## src/rtl/kmeans_acc_block_param.sv

```systemverilog
// rtl/kmeans_acc_block_param.sv - per-centroid sum/count accumulator for k-means (optional KMEANS_ACC_SAT_EN saturation)
`timescale 1ns/1ps
module kmeans_acc_block_param #(
    parameter int K  = 3,
    parameter int N  = 2,
    parameter int DW = 8,
    parameter int AW = 16,
    parameter int CW = 8,
    parameter int KW = 2
) (
    input  logic            clk,
    input  logic            rst,
    input  logic            start,
    input  logic            in_valid,
    input  logic [N*DW-1:0] in_data,
    input  logic [KW-1:0]   in_centroid,
    input  logic            in_last,
    output logic            busy,
    output logic            done,
    output logic            err,
    input  logic            rd_req,
    input  logic [KW-1:0]   rd_centroid,
    output logic            rd_valid,
    output logic [N*AW-1:0] rd_sum,
    output logic [CW-1:0]   rd_count
);

    typedef enum logic [1:0] {IDLE, ACC, FLUSH} state_t;

    localparam logic [KW:0] K_LIM = (KW+1)'(K);

    state_t state_q, state_d;
    logic   done_d;

    // Stage 1: captured sample waiting to be committed
    logic            s1_valid;
    logic [N*DW-1:0] s1_data;
    logic [KW-1:0]   s1_centroid;

    // Bank: valid bits allow a one-cycle clear without touching the sums
    logic [K-1:0]    vld_q;
    logic [AW-1:0]   sum_q [K][N];
    logic [CW-1:0]   cnt_q [K];

    logic            sel_vld;
    logic [AW-1:0]   sel_sum [N];
    logic [CW-1:0]   sel_cnt;
    logic [AW:0]     sum_wide [N];
    logic [CW:0]     cnt_wide;
    logic [AW-1:0]   sum_next [N];
    logic [CW-1:0]   cnt_next;

    logic [N*AW-1:0] rd_sum_d;
    logic [CW-1:0]   rd_cnt_d;

    logic in_range;
    logic accept;
    logic rd_ok;

    assign in_range = {1'b0, in_centroid} < K_LIM;
    assign accept   = in_valid && (start || state_q == ACC);
    assign rd_ok    = rd_req && state_q == IDLE;
    assign busy     = state_q != IDLE;

    // Next-state logic; start restarts from any state
    always_comb begin
        state_d = state_q;
        done_d  = 1'b0;
        if (start) begin
            state_d = (accept && in_last) ? FLUSH : ACC;
        end else begin
            case (state_q)
                IDLE:    state_d = IDLE;
                ACC:     if (accept && in_last) state_d = FLUSH;
                FLUSH: begin
                    state_d = IDLE;
                    done_d  = 1'b1;
                end
                default: state_d = IDLE;
            endcase
        end
    end

    // State register and registered done pulse
    always_ff @(posedge clk) begin
        if (rst) begin
            state_q <= IDLE;
            done    <= 1'b0;
        end else begin
            state_q <= state_d;
            done    <= done_d;
        end
    end

    // Input stage; out-of-range samples never enter it
    always_ff @(posedge clk) begin
        if (rst) begin
            s1_valid <= 1'b0;
        end else begin
            s1_valid <= accept && in_range;
        end
        s1_data     <= in_data;
        s1_centroid <= in_centroid;
    end

    // Sticky error flag, cleared when an iteration starts
    always_ff @(posedge clk) begin
        if (rst) begin
            err <= 1'b0;
        end else if (start) begin
            err <= accept && !in_range;
        end else if (accept && !in_range) begin
            err <= 1'b1;
        end
    end

    // Fetch the current contents of the centroid being committed
    always_comb begin
        sel_vld = 1'b0;
        sel_cnt = '0;
        for (int d = 0; d < N; d++) sel_sum[d] = '0;
        for (int k = 0; k < K; k++) begin
            if (s1_centroid == KW'(k)) begin
                sel_vld = vld_q[k];
                sel_cnt = cnt_q[k];
                for (int d = 0; d < N; d++) sel_sum[d] = sum_q[k][d];
            end
        end
    end

    // Compute committed values; first write to a cleared centroid replaces
    always_comb begin
        cnt_wide = {1'b0, sel_cnt} + (CW+1)'(1);
`ifdef KMEANS_ACC_SAT_EN
        cnt_next = cnt_wide[CW] ? '1 : cnt_wide[CW-1:0];
`else
        cnt_next = cnt_wide[CW-1:0];
`endif
        if (!sel_vld) cnt_next = CW'(1);
        for (int d = 0; d < N; d++) begin
            sum_wide[d] = {1'b0, sel_sum[d]} + (AW+1)'(s1_data[d*DW +: DW]);
`ifdef KMEANS_ACC_SAT_EN
            sum_next[d] = sum_wide[d][AW] ? '1 : sum_wide[d][AW-1:0];
`else
            sum_next[d] = sum_wide[d][AW-1:0];
`endif
            if (!sel_vld) sum_next[d] = AW'(s1_data[d*DW +: DW]);
        end
    end

    // Bank write; start discards the pending stage-1 sample
    always_ff @(posedge clk) begin
        if (rst || start) begin
            vld_q <= '0;
        end else if (s1_valid) begin
            for (int k = 0; k < K; k++) begin
                if (s1_centroid == KW'(k)) begin
                    vld_q[k] <= 1'b1;
                    cnt_q[k] <= cnt_next;
                    for (int d = 0; d < N; d++) sum_q[k][d] <= sum_next[d];
                end
            end
        end
    end

    // Read mux; cleared or out-of-range centroids read as zero
    always_comb begin
        rd_sum_d = '0;
        rd_cnt_d = '0;
        for (int k = 0; k < K; k++) begin
            if (rd_centroid == KW'(k) && vld_q[k]) begin
                rd_cnt_d = cnt_q[k];
                for (int d = 0; d < N; d++) rd_sum_d[d*AW +: AW] = sum_q[k][d];
            end
        end
    end

    // Read port register, served only in IDLE
    always_ff @(posedge clk) begin
        if (rst) begin
            rd_valid <= 1'b0;
            rd_sum   <= '0;
            rd_count <= '0;
        end else begin
            rd_valid <= rd_ok;
            if (rd_ok) begin
                rd_sum   <= rd_sum_d;
                rd_count <= rd_cnt_d;
            end
        end
    end

endmodule

```

## config.mk

```make
export PLATFORM = sky130hd
export DESIGN_NAME = kmeans_acc_block_param
export DESIGN_NICKNAME = d
export VERILOG_FILES = /design/src/rtl/kmeans_acc_block_param.sv
export SDC_FILE = /design/constraint.sdc
export NUM_CORES = 1
export LEC_CHECK = 0
export ABC_AREA = 0
export CORE_UTILIZATION = 40
export CTS_CLUSTER_SIZE = 20
export DETAILED_ROUTE_END_ITERATION = 7
export PLACE_DENSITY = 0.71
export SLEW_MARGIN = 20
export SYNTH_ARGS = -nofsm -noshare
export SYNTH_HDL_FRONTEND = slang
export SYNTH_SLANG_ARGS = --single-unit
```

## constraint.sdc

```tcl
create_clock -name clk -period 5.5 [get_ports clk]
set_input_delay 1.1 -clock clk [delete_from_list [all_inputs] [get_ports clk]]
set_output_delay 1.1 -clock clk [all_outputs]
set_load 0.01 [all_outputs]
```

Word level (Yosys, flattened, before mapping)

Memories as Yosys holds them, arrays and structs flattened.
Index checks and enable logic that the tools add are counted.

Register bits after elaboration: 67
Bits in writable memories: 120
Input port bits: 26
Output and inout bits: 44
Logic and storage cells: 98
Memories kept: 2

Memory list:

| name  | words | bits a word | rd ports | clocked after Yosys merged registers in | write ports | RTL line | text |
|---|---|---|---|---|---|---|---|
| sum_q | 3     | 32          | 3        | 0                                       | 1           | 42       | `logic [AW-1:0] sum_q [K][N];` |
| cnt_q | 3     | 8           | 3        | 0                                       | 1           | 43       | `logic [CW-1:0] cnt_q [K];` |

$add $sub $neg: 3
$lt $le $gt $ge: 1
Eq/ne operators: 7
Multiplexer cells: 49
Reductions and logical operators: 24

Operator list:

| cell                                           | number |
|---|---|
| 2-to-1 mux 32 bit                              | 8 |
| 2-to-1 mux 8 bit                               | 9 |
| OR reduction 32 bit                            | 2 |
| adder 16 x 8 -> 16 bit                         | 2 |
| 2-to-1 mux 16 bit                              | 2 |
| 2-to-1 mux 1 bit                               | 22 |
| 2-to-1 mux 2 bit                               | 8 |
| OR reduction 8 bit                             | 2 |
| adder 8 x 1 -> 8 bit (second input constant)   | 1 |
| logical AND 1 bit                              | 8 |
| == test 2 x 1 -> 1 bit (second input constant) | 3 |
| == test 2 bit (second input constant)          | 3 |
| logical NOT 2 bit                              | 3 |
| AND reduction 2 bit                            | 3 |
| nonzero test 2 bit                             | 2 |
| != test 3 x 2 -> 1 bit (second input constant) | 1 |
| logical OR 1 bit                               | 2 |
| < comparator 2 bit (second input constant)     | 1 |
| OR reduction 2 bit                             | 1 |
| logical NOT 1 bit                              | 1 |

Depth between registers and ports, before layout

Gate-level depths: netlist (run 1).

Depth in word-level cells: 8
Mapped depth: 15
Gate-level depth less buffers: 10

Worst setup path after synthesis (run 1)

No wires, ideal clock.

Path type: input to register
Start: in rst
End: mem cnt_q[1][2], in the netlist cnt_q[0][10], enable pin
Data arrival time: 4.642 ns
Setup slack: 0.361 ns
Stages: 4
Buffers on the path: 1
Cell sequence: clkbuf_1 -> nor2_1 -> nand2_1 -> nor3b_1

Cells in the longest elaborated chain, start to end: 6
Elaborated cells between the ends (all ways): 13
Classes of those cells: mux: 10; reduce/logical: 3

RTL lines:

| what                                                                        | RTL line | text |
|---|---|---|
| start: declaration                                                          | 12       | `input logic rst,` |
| logical OR 1 bit *                                                          | 153      | `if (rst \|\| start) begin` |
| 2-to-1 mux 1 bit                                                            | 153      |  |
| 2-to-1 mux 1 bit (not written as such)                                      | 159      | `cnt_q[k] <= cnt_next;` |
| OR reduction 8 bit (no line)                                                | --       |  |
| 2-to-1 mux 2 bit (no line) or 2-to-1 mux 1 bit (tied branches) (2 in a row) | --       |  |
| end: declaration                                                            | 43       |  |

Mark *: on every way between the ends. The rest lies on a longest branch, timed or not.

==> metrics.md, run 1 <==
| Metric | Value |
|---|---|
| Status | finished, final reports clean |
| Slew margin rel. | 32.8% |
| Syn Inst Count | 694 |
| Clock latency on the worst-skew pair | 0.44 ns |
| Slew Limit Fails | 0 |
| Critical Path AT | 4.02 ns |
| Most frequent cell after synthesis | edfxtp_1 |
| Rows | 52 |
| Share of power burned in registers | 51.7% |
| Max-Cap Viols | 0 |
| Final hold vios | 0 |
| Worst setup EP type | flip-flop |
| Vias | 6005 |
| Required time worst endpoint | 5.72 ns |
| YS warnings | 0 |
| Ranking of synthesized cells by area | edfxtp_1, dfxtp_1, mux2i_1, a222oi_1, a211oi_1 |
| CTS Buffer Depth | 2 |
| Post-synth EDFFs | 120 |
| Placed inst area | 9350 sq um |
| Vias per cell | 5.83 |
| Vias in the first global route | 5902 |
| Final min period | 3.80 ns |
| # diodes | 0 |
| Post-Synth XOR/XNOR Area | 1.15% |
| Gr ovfl total | 0 |
| CP Max Fanout | 24 |
| Die Y | 147 microns |
| Die area | 21600 sq um |
| Syn_nets | 741 |
| CP Class | flip-flop to flip-flop |
| CP cell instances | nor2b_4 -> nand2_1 -> o21ai_0 -> ha_1 -> fa_1 -> a21o_1 -> a21oi_1 -> o31ai_1 -> a31oi_1 -> nor3b_1 |
| Final Instance Area | 9940 sq um |
| Reg clk slew, reported paths | 0.07 ns |
| RSZ-0062 raised after global routing | no |
| Simple-Gate Fraction of Synth Area | 9.79% |
| Hold Slack | 0.467 ns |
| Tot GR Track Use | 18.6% |
| Cell Area, Synth | 8390 sq um |
| Peak supply drop | 196 uV |
| Post-DP HPWL | 11.9 mm |
| First-pass detailed-route iteration total | 7 |
| Fmax | 263 MHz |
| Largest family of logic cells by synthesized area | compound AO/OA/AOI/OAI gates |
| Largest net degree at the start of global routing | 53 |
| P per Cell Area | 299 nW/um^2 |
| Root buffer cell | clkbuf_16 |
| Post-synthesis compound-gate area fraction | 19.0% |
| # setup viols final | 0 |
| Switching share of power | 24.7% |
| Starting DRT DRC Count | 677 |
| Remaining DRCs | 0 |
| Layout cells sized above 1 | 8.95% |
| Async S/R FF share, synth | 0% |
| Post-route ant nets | 0 |
| Synth top cells by count | edfxtp_1, dfxtp_1, nand2_1, nor2_1, a211oi_1 |
| Adder-Cell Fraction of Synth Area | 3.31% |
| Mux cell area share after synthesis | 4.89% |
| TritonCTS Buffers | 17 |
| Fillers | 1817 |
| Post-CTS Hold Buffers | 0 |
| Fin Setup TNS | 0 ns |
| Final period utilization | 69.0% |
| Least-Margin Pin Slew | 1.00 ns |
| Slowest cell on the critical path | o31ai_1 |
| Hold Crit Class | flip-flop to flip-flop |
| Initial Util | 41.1% |
| Gpl congestion | 0.782 |
| Critical Path Max Stage Delay | 0.87 ns |
| Register area share after synthesis | 58.9% |
| Tot Pwr | 2.98 mW |
| Count of different cell masters after synthesis | 51 |
| Leading area contributor after synthesis | edfxtp_1 |
| TritonCTS clock tree | built |
| Synthesis-stage register bit count | 187 |
| Switching power total | 0.736 mW |
| Core Box Area | 20400 sq um |
| WL final | 19.2 mm |
| Post-CTS Resized | 0 |
| Die width | 147 microns |
| Logic pwr share | 9.5% |
| Worst setup SP type | flip-flop |
| Port Buffers | 69 |
| Synth top area share | 42.9% |
| Io pins | 70 |
| LEAKAGE | 3.45 nW |
| Routed len/inst | 18.6 microns |
| Nets@finish | 794 |
| Post CTS Setup Buffer Count | 0 |
| H-tree Lvls | 4 |
| Synth Area per Inst | 12.1 sq um |
| Area grow syn2layout | 18.4% |
| Clock sinks | 187 |
| Clock skew | 0.00762 ns |
| Top_reg_cell synth | edfxtp_1 |
| Clock share of power | 38.9% |
| Initial antenna violation count | 0 |
| Global-route wire length before repair | 31.1 mm |
| Internal | 2.24 mW |
[placed cells by master, fill, tap and decap left out, types with 11 or more instances in the layout]
| cell type | instances |
|---|---|
| edfxtp_1 | 120 |
| clkdlybuf4s50_1 | 68 |
| dfxtp_1 | 65 |
| nand2_1 | 60 |
| nor2_1 | 56 |
| a211oi_1 | 43 |
| mux2i_1 | 41 |
| a222oi_1 | 40 |
| o21ai_0 | 33 |
| a21oi_1 | 27 |
| ha_1 | 19 |
| clkbuf_16 | 17 |
| o2bb2ai_1 | 11 |
| nor3_1 | 11 |
[registers in the layout, indices dropped and copies added (netlist names), 2 cells and up]
| name | cells |
|---|---|
| sum_q | 96 |
| rd_sum | 32 |
| cnt_q | 24 |
| s1_data | 16 |
| rd_count | 8 |
| vld_q | 3 |
| s1_centroid | 2 |
| state_q | 2 |
[final timing paths]
check | start | slack, ns | end | cells after the start
setup / recovery | s1_centroid[0] | 1.70 | sum_q[1][10] | 10
hold reg to reg | state_q[1] | 0.47 | done | 2
setup reg to reg | s1_centroid[0] | 1.70 | sum_q[1][10] | 10
hold / removal | state_q[1] | 0.47 | done | 2
[power groups by stage]
stage	clock network, mW	logic (mW)	registers (mW)
after floorplan	0	0.170	1.57
after global placement	0	0.273	1.57
after detailed placement	0	0.279	1.57
after CTS	1.18	0.281	1.54
after global routing	1.24	0.313	1.54
final	1.16	0.282	1.54
[layout make-up]
| type | instances | area (sq um) | share of cell area (%) |
|---|---|---|---|
| Clock buffer | 17 | 425 | 4.28 |
| Inverter | 4 | 15.0 | 0.151 |
| Sequential cell | 187 | 4950 | 49.8 |
| Timing Repair Buffer | 82 | 841 | 8.46 |
| Tap cell | 270 | 338 | 3.40 |
| Multi-Input combinational cell | 455 | 3240 | 32.6 |
| Clock inverter | 15 | 134 | 1.35 |
[metrics by stage]
| step | std cells | setup slack, ns | utilization, % |
|---|---|---|---|
| floorplan | 694 | 0.361 | - |
| global placement | 997 | 1.97 | 45.7 |
| detailed placement | 997 | 1.81 | 45.8 |
| CTS | 1029 | 1.72 | 48.5 |
| global route | 1030 | 1.44 | 48.6 |
| finish | 1030 | 1.70 | 48.6 |
[cells by family (layout without fill, tap and decap cells)]
group	after synthesis	after routing
AOI/OAI and AO/OA	207	207
muxes	41	41
adders and majority gates	21	21
and+or+nand+nor	175	175
DFF	187	187
xor gates and xnor gates	11	11
buffers and inverters	52	118
[worst max-delay path, delay by kind of cell, from the launching register on]
kind            cells  cell delay [ns]
compound gates      5             1.45
simple gates        3             1.18
flops               1             0.48
fa+ha+maj           2             0.45
[routing by layer]
layer	vias to the layer above	track usage, %	wire length (microns)
li1	2860	-	-
met1	2939	23.9	8490
met2	177	31.5	9460
met3	29	3.11	922
met4	0	6.82	329
met5	-	0	0
Power figures use the tool's default switching activity.
==> run 2: changes to the inputs <==
--- a/config.mk
+++ b/config.mk
@@ -9,7 +9,7 @@
 export CORE_UTILIZATION = 40
 export CTS_CLUSTER_SIZE = 20
 export DETAILED_ROUTE_END_ITERATION = 7
-export PLACE_DENSITY = 0.71
+export PLACE_DENSITY = 0.73
 export SLEW_MARGIN = 20
 export SYNTH_ARGS = -nofsm -noshare
 export SYNTH_HDL_FRONTEND = slang
==> constraint.sdc (replaced) <==
create_clock -name clk -period 3.1 [get_ports clk]
set_input_delay 0.62 -clock clk [delete_from_list [all_inputs] [get_ports clk]]
set_output_delay 0.62 -clock clk [all_outputs]
set_load 0.01 [all_outputs]
==> run 2 against run 1 <==
Against the previous run:
- first-iteration DRC count decreased by 11%
- sequential power increased by 77%
- clock power increased by 78%
- global-route usage increased by 0.25 points
- clock-buffer cell count increased by 5
- sequential share of layout area decreased by 0.86 points
- worst hold slack got worse by 0.013 ns
- combinational power increased by 87%
- power increased by 79%
- setup slack got worse by 1.6 ns
- non-clock buffer count increased by 16
- highest routed layer unchanged
==> metrics.md, run 2 (synthesis gave the netlist of run 1 again) <==
| Metric | Value |
|---|---|
| Status | finished, final reports clean (unchanged) |
| Switching share of power | 23.2% (was 24.7%) |
| Post-DP HPWL | 12.5 mm (was 11.9 mm) |
| Die area | 21600 sq um (unchanged) |
| Largest Register | sum_q (unchanged) |
| Internal | 4.08 mW (was 2.24 mW) |
| Fmax | 336 MHz (was 263 MHz) |
| Peak supply drop | 370 uV (was 196 uV) |
| Starting DRT DRC Count | 603 (was 677) |
| Worst setup SP type | flip-flop (unchanged) |
| WHS Endpoint | done (unchanged) |
| Global-route wire length before repair | 31.9 mm (was 31.1 mm) |
| WHS Path Cells | 1 (was 2) |
| H-tree Lvls | 4 (unchanged) |
| Die Y | 147 microns (unchanged) |
| Post-route ant nets | 0 (unchanged) |
| Root buffer cell | clkbuf_16 (unchanged) |
| # diodes | 0 (unchanged) |
| Clock latency on the worst-skew pair | 0.44 ns (about the same) |
| Port Buffers | 69 (unchanged) |
| Reg2reg start | s1_centroid[0] (unchanged) |
| Vias in the first global route | 6036 (was 5902) |
| Die width | 147 microns (unchanged) |
| Final hold vios | 0 (unchanged) |
| Area grow syn2layout | 20.5% (was 18.4%) |
| Post-CTS Hold Buffers | 0 (unchanged) |
| Top Registers | sum_q x96, rd_sum x32, cnt_q x24 (unchanged) |
| Final min period | 2.97 ns (was 3.80 ns) |
| CP Max Fanout | 13 (was 24) |
| Slew margin rel. | 54.5% (was 32.8%) |
| # setup viols final | 0 (unchanged) |
| Slew Limit Fails | 0 (unchanged) |
| First-pass detailed-route iteration total | 6 (was 7) |
| R2R cell count | 8 (was 10) |
| Commonest non-fill, non-tap cell in the layout | edfxtp_1 (unchanged) |
| Vias | 6059 (was 6005) |
| Required time worst endpoint | 3.28 ns (was 5.72 ns) |
| P per Cell Area | 525 nW/um^2 (was 299 nW/um^2) |
| Setup WS post-layout | 0.128 ns (was 1.70 ns) |
| RSZ-0062 raised after global routing | no (unchanged) |
| LEAKAGE | 3.55 nW (was 3.45 nW) |
| TritonCTS Buffers | 17 (unchanged) |
| End of the worst register-to-register path | sum_q[2][15] (was sum_q[1][10]) |
| Remaining DRCs | 0 (unchanged) |
| CTS Buffer Depth | 2 (unchanged) |
| CP Class | flip-flop to flip-flop (unchanged) |
| Worst setup EP type | flip-flop (unchanged) |
| Initial antenna violation count | 0 (unchanged) |
| Largest net degree at the start of global routing | 81 (was 53) |
| Logic pwr share | 9.9% (was 9.5%) |
| Nets@finish | 810 (was 794) |
| Hold Slack | 0.454 ns (was 0.467 ns) |
| Io pins | 70 (unchanged) |
| Core Box Area | 20400 sq um (unchanged) |
| Max-Cap Viols | 0 (unchanged) |
| TritonCTS clock tree | built (unchanged) |
| R2R Setup Slk | 0.13 ns (was 1.70 ns) |
| Tot GR Track Use | 18.9% (was 18.6%) |
| Clock sinks | 187 (unchanged) |
| Hold wc startpoint | state_q[0] (was state_q[1]) |
| Gr ovfl total | 0 (unchanged) |
| Rows | 52 (unchanged) |
| Hold Crit Class | flip-flop to flip-flop (unchanged) |
| Vias per cell | 5.79 (was 5.83) |
| Reg clk slew, reported paths | 0.07 ns (about the same) |
| DP Worst Slack | 0.0251 ns (was 1.81 ns) |
| Clock share of power | 38.8% (was 38.9%) |
| Initial Util | 41.1% (unchanged) |
| CP cell instances | buf_4 -> mux2i_1 -> o21ai_0 -> ha_1 -> nand4b_1 -> a32o_1 -> or4_1 -> and3_1 (was nor2b_4 -> nand2_1 -> o21ai_0 -> ha_1 -> fa_1 -> a21o_1 -> a21oi_1 -> o31ai_1 -> a31oi_1 -> nor3b_1) |
| Share of power burned in registers | 51.3% (was 51.7%) |
| Layout cells sized above 1 | 11.0% (was 8.95%) |
| Most frequent cells in the layout | edfxtp_1, clkdlybuf4s50_1, dfxtp_1 (unchanged) |
| WL final | 19.6 mm (was 19.2 mm) |
| Final period utilization | 95.9% (was 69.0%) |
| Critical Path Max Stage Delay | 0.51 ns (was 0.87 ns) |
| Gpl congestion | 0.852 (was 0.782) |
| Clock skew | 0.00960 ns (was 0.00762 ns) |
| Critical Path AT | 3.16 ns (was 4.02 ns) |
| Least-Margin Pin Slew | 0.678 ns (was 1.00 ns) |
| Number of flip-flops in the largest register | 96 (unchanged) |
| Switching power total | 1.23 mW (was 0.736 mW) |
| Routed len/inst | 18.8 microns (was 18.6 microns) |
| Slowest cell on the critical path | or4_1 (was o31ai_1) |
run 2: changes by cell type in the layout (fill, tap and decap cells not counted), moves of 2 or more:
cell,previous run,this run
buf_12,3,6
buf_4,9,23
clkbuf_1,0,3
clkbuf_8,0,2
clkinv_4,5,1
inv_6,4,2
inv_8,2,0
nor3b_4,0,2
o31ai_1,6,4
o31ai_2,0,2
run 2: through the flow:
step | util [%] | power, mW | instances | TNS [ns] | instance area (sq um)
global placement | 46.6 | 3.29 | 1012 | 0 | 9520
global route | 49.5 | 5.49 | 1046 | 0 | 10100
finish | 49.5 | 5.31 | 1046 | 0 | 10100
floorplan | - | 3.09 | 694 | -15.75 | 8430
CTS | 49.4 | 5.34 | 1044 | 0 | 10100
detailed placement | 46.6 | 3.30 | 1012 | 0 | 9520
run 2: what timing repair did:
action                     4_1_cts  5_1_grt
gates resized for setup          1        4
pin swaps                        0        0
setup buffers                    0        2
setup endpoints to repair        3       48
run 2: final cells by class:
| type | count | area (sq um) |
|---|---|---|
| Fill cell | 1824 | 10300 |
| Sequential cell | 187 | 4950 |
| Multi-Input combinational cell | 455 | 3280 |
| Timing Repair Buffer | 98 | 978 |
| Clock buffer | 22 | 464 |
| Tap cell | 270 | 338 |
| Clock inverter | 10 | 90.1 |
| Inverter | 4 | 15.0 |
run 2: critical path, delay by kind of cell (launching register included):
family / cells / cell delay, ns
adders and majority gates: 1 / 0.37
AOI/OAI and AO/OA: 2 / 0.46
DFF: 1 / 0.49
buffers and inverters: 1 / 0.24
muxes: 1 / 0.18
and+or+nand+nor: 3 / 0.96
run 2: power groups by stage:
| stage | logic [mW] | registers (mW) | clock network (mW) |
|---|---|---|---|
| 3_5_place_dp | 0.519 | 2.78 | 0 |
| 5_1_grt | 0.581 | 2.73 | 2.18 |
| 6_report | 0.527 | 2.73 | 2.06 |
| 2_1_floorplan | 0.306 | 2.79 | 0 |
| 4_1_cts | 0.524 | 2.73 | 2.09 |
| 3_3_place_gp | 0.510 | 2.78 | 0 |
run 2: worst max path at each step:
stage,from,to,slack [ns],cells after the start
2_1_floorplan,rst,cnt_q[0][10],-0.16,4
3_3_place_gp,s1_centroid[0],sum_q[0][15],0.17,9
3_5_place_dp,s1_centroid[0],sum_q[2][11],0.03,8
4_1_cts,s1_centroid[0],sum_q[2][15],0.004,8
5_1_grt,s1_centroid[0],sum_q[2][15],0.00007,9
6_report,s1_centroid[0],sum_q[2][15],0.13,8
run 2: layer usage:
metal / global-route usage (%) / part of all wire (%) / up-vias
met3: 2.58 / 4.3 / 40
met5: 0 / 0 / -
li1: - / - / 2891
met1: 24.5 / 44 / 2950
met4: 8.49 / 2.3 / 0
met2: 31.4 / 49 / 178
==> run 3: changes to the inputs <==
--- a/config.mk
+++ b/config.mk
@@ -6,10 +6,10 @@
 export NUM_CORES = 1
 export LEC_CHECK = 0
 export ABC_AREA = 0
-export CORE_UTILIZATION = 40
+export CORE_UTILIZATION = 45
 export CTS_CLUSTER_SIZE = 20
 export DETAILED_ROUTE_END_ITERATION = 7
-export PLACE_DENSITY = 0.73
+export PLACE_DENSITY = 0.79
 export SLEW_MARGIN = 20
 export SYNTH_ARGS = -nofsm -noshare
 export SYNTH_HDL_FRONTEND = slang
==> run 3 against run 2 <==
Against the previous run:
- the flow now finishes with violations (DRC)
- via count grew 1.2%
- utilization increased by 6.1 points
- combinational power hardly changed
- critical endpoint is now sum_q[1][15]
- clock skew is 0.0018 ns lower
- critical path type unchanged
- sequential power about the same
- critical path depth unchanged
- worst hold slack lost 0.013 ns
- first-iteration DRC count increased by 13%
==> metrics.md, run 3 (synthesis gave the netlist of run 1 again) <==
| Metric | Value |
|---|---|
| Final Instance Area | 10100 sq um (about the same) |
| Root buffer cell | clkbuf_16 (unchanged) |
| Fmax | 339 MHz (was 336 MHz) |
| Remaining DRCs | 10 (was 0) |
| Slew margin rel. | 52.2% (was 54.5%) |
| Initial Util | 46.2% (was 41.1%) |
| Port Buffers | 69 (unchanged) |
| Vias | 6133 (was 6059) |
| Global-route wire length before repair | 31.6 mm (was 31.9 mm) |
| Switching power total | 1.25 mW (was 1.23 mW) |
| Worst setup path start | s1_centroid[0] (unchanged) |
| Reg clk slew, reported paths | 0.07 ns (about the same) |
| Post-DP HPWL | 12.2 mm (was 12.5 mm) |
| Number of flip-flops in the largest register | 96 (unchanged) |
| CP Class | flip-flop to flip-flop (unchanged) |
| Critical Path Max Stage Delay | 0.49 ns (was 0.51 ns) |
| First-pass detailed-route iteration total | 8 (was 6) |
| Layout cells sized above 1 | 11.1% (was 11.0%) |
| Hold Crit Class | flip-flop to flip-flop (unchanged) |
| Cell repeated most along the worst path | o21ai_0 |
| TritonCTS clock tree | built (unchanged) |
| Slowest cell on the critical path | dfxtp_4 (was or4_1) |
| # setup viols final | 0 (unchanged) |
| End of the worst register-to-register path | sum_q[1][15] (was sum_q[2][15]) |
| WL final | 19.3 mm (was 19.6 mm) |
| P per Cell Area | 545 nW/um^2 (was 525 nW/um^2) |
| R2R cell count | 8 (unchanged) |
| Max-Cap Viols | 0 (unchanged) |
| Internal | 4.25 mW (was 4.08 mW) |
| Reg2reg start | s1_centroid[0] (unchanged) |
| Required time worst endpoint | 3.29 ns (was 3.28 ns) |
| Post-CTS Hold Buffers | 0 (unchanged) |
| Final period utilization | 95.0% (was 95.9%) |
| Placed inst area | 9480 sq um (was 9520 sq um) |
| Fillers | 1492 (was 1824) |
| Gpl congestion | 0.820 (was 0.852) |
| Crit path max-delay family | simple AND/OR/NAND/NOR gates (unchanged) |
| LEAKAGE | 3.58 nW (was 3.55 nW) |
| Clock share of power | 41.0% (was 38.8%) |
| Peak supply drop | 443 uV (was 370 uV) |
| Io pins | 70 (unchanged) |
| R2R Setup Slk | 0.15 ns (was 0.13 ns) |
| Area grow syn2layout | 20.3% (was 20.5%) |
| Tot Pwr | 5.51 mW (was 5.31 mW) |
| Top Registers | sum_q x96, rd_sum x32, cnt_q x24 (unchanged) |
| Starting DRT DRC Count | 683 (was 603) |
| Routed len/inst | 19.2 microns (was 18.8 microns) |
| Die width | 139 microns (was 147 microns) |
| Buf+Inv Stages, Crit Path | 1 (unchanged) |
| RSZ-0062 raised after global routing | no (unchanged) |
| Least-Margin Pin Slew | 0.712 ns (was 0.678 ns) |
| Switching share of power | 22.7% (was 23.2%) |
| Final hold vios | 0 (unchanged) |
| Failing checks | DRC |
| Die Y | 139 microns (was 147 microns) |
| Worst setup SP type | flip-flop (unchanged) |
| CTS Buffer Depth | 2 (unchanged) |
| H-tree Lvls | 4 (unchanged) |
| Initial antenna violation count | 0 (unchanged) |
| Clock skew | 0.00780 ns (was 0.00960 ns) |
| TritonCTS Buffers | 17 (unchanged) |
| Largest Register | sum_q (unchanged) |
| Worst setup EP type | flip-flop (unchanged) |
| Tot GR Track Use | 21.0% (was 18.9%) |
| Largest net degree at the start of global routing | 81 (unchanged) |
| FF+latch area | 4950 sq um (unchanged) |
| Worst path depth | 8 (unchanged) |
| Crit path to | sum_q[1][15] (was sum_q[2][15]) |
| Clock sinks | 187 (unchanged) |
| Logic pwr share | 9.5% (was 9.9%) |
| Nets@finish | 811 (was 810) |
| Post-route ant nets | 0 (unchanged) |
| Commonest non-fill, non-tap cell in the layout | edfxtp_1 (unchanged) |
| CP cell instances | buf_4 -> mux2i_1 -> o21ai_0 -> ha_1 -> o21ai_0 -> a32o_1 -> or4_1 -> and3_1 (was buf_4 -> mux2i_1 -> o21ai_0 -> ha_1 -> nand4b_1 -> a32o_1 -> or4_1 -> and3_1) |
| Slew Limit Fails | 0 (unchanged) |
| Status | finished, violations left (was finished, final reports clean) |
| Rows | 49 (was 52) |
| Clock latency on the worst-skew pair | 0.45 ns (was 0.44 ns) |
| Critical Path AT | 3.13 ns (was 3.16 ns) |
| Hold Slack | 0.441 ns (was 0.454 ns) |
| Vias in the first global route | 6168 (was 6036) |
| Final min period | 2.95 ns (was 2.97 ns) |
| Util after Layout | 55.7% (was 49.5%) |
| Most frequent cells in the layout | edfxtp_1, clkdlybuf4s50_1, dfxtp_1 (unchanged) |
| Core Box Area | 18100 sq um (was 20400 sq um) |
| Vias per cell | 6.10 (was 5.79) |
| # diodes | 0 (unchanged) |
| Gr ovfl total | 0 (unchanged) |
| Share of power burned in registers | 49.5% (was 51.3%) |
| CP Max Fanout | 18 (was 13) |
| Die area | 19200 sq um (was 21600 sq um) |
| Area of the multi-input gates | 3260 sq um (was 3280 sq um) |
## run 3: changes by cell type in the layout (fill, tap and decap cells not counted), moves of 2 or more
cell / before / now
clkinv_2: 1 / 3
bufinv_16: 1 / 3
buf_4: 23 / 25
clkinv_1: 2 / 0
clkbuf_8: 2 / 0
clkbuf_1: 3 / 1
## run 3: how the worst min path moves through the flow
stage	endpoint	startpoint	slack, ns	cells past startpoint
2_1_floorplan	done	state_q[0]	0.41	1
3_3_place_gp	done	state_q[0]	0.43	1
3_5_place_dp	done	state_q[0]	0.43	1
4_1_cts	done	state_q[0]	0.44	1
5_1_grt	err	err	0.48	2
6_report	done	state_q[0]	0.44	1
## run 3: what timing repair did
| item | in CTS | in global routing |
|---|---|---|
| gates resized for setup | 0 | 1 |
| buffers inserted | 0 | 0 |
| endpoints found under the setup margin | 0 | 39 |
## run 3: metrics by stage
stage	setup WS [ns]	cells	TNS (ns)
finish	0.154	1006	0
global route	0.00938	1006	0
CTS	0.0461	1006	0
detailed placement	0.0640	974	0
global placement	0.142	974	0
floorplan	-0.162	694	-15.75
## run 3: layout make-up
type / instances / share of cell area [%]
well taps: 229 / 2.84
clock buffers: 19 / 4.50
inverters: 4 / 0.149
clock inverters: 13 / 1.59
multi-input cells: 455 / 32.3
repair buffers: 99 / 9.64
flip-flops and latches: 187 / 49.0
## run 3: metal layers
metal,GRT usage [%],vias up,part of all wire [%]
li1,-,2890,-
met3,4.21,34,5.4
met4,10.4,0,2.4
met5,0,-,0
met1,25.8,2991,43
met2,35.5,218,50
## run 3: power by group through the flow
stage	Sequential [mW]	Combinational [mW]	Clock (mW)
2_1_floorplan	2.79	0.306	0
3_3_place_gp	2.78	0.509	0
3_5_place_dp	2.78	0.519	0
4_1_cts	2.73	0.524	2.28
5_1_grt	2.73	0.575	2.38
6_report	2.73	0.525	2.26
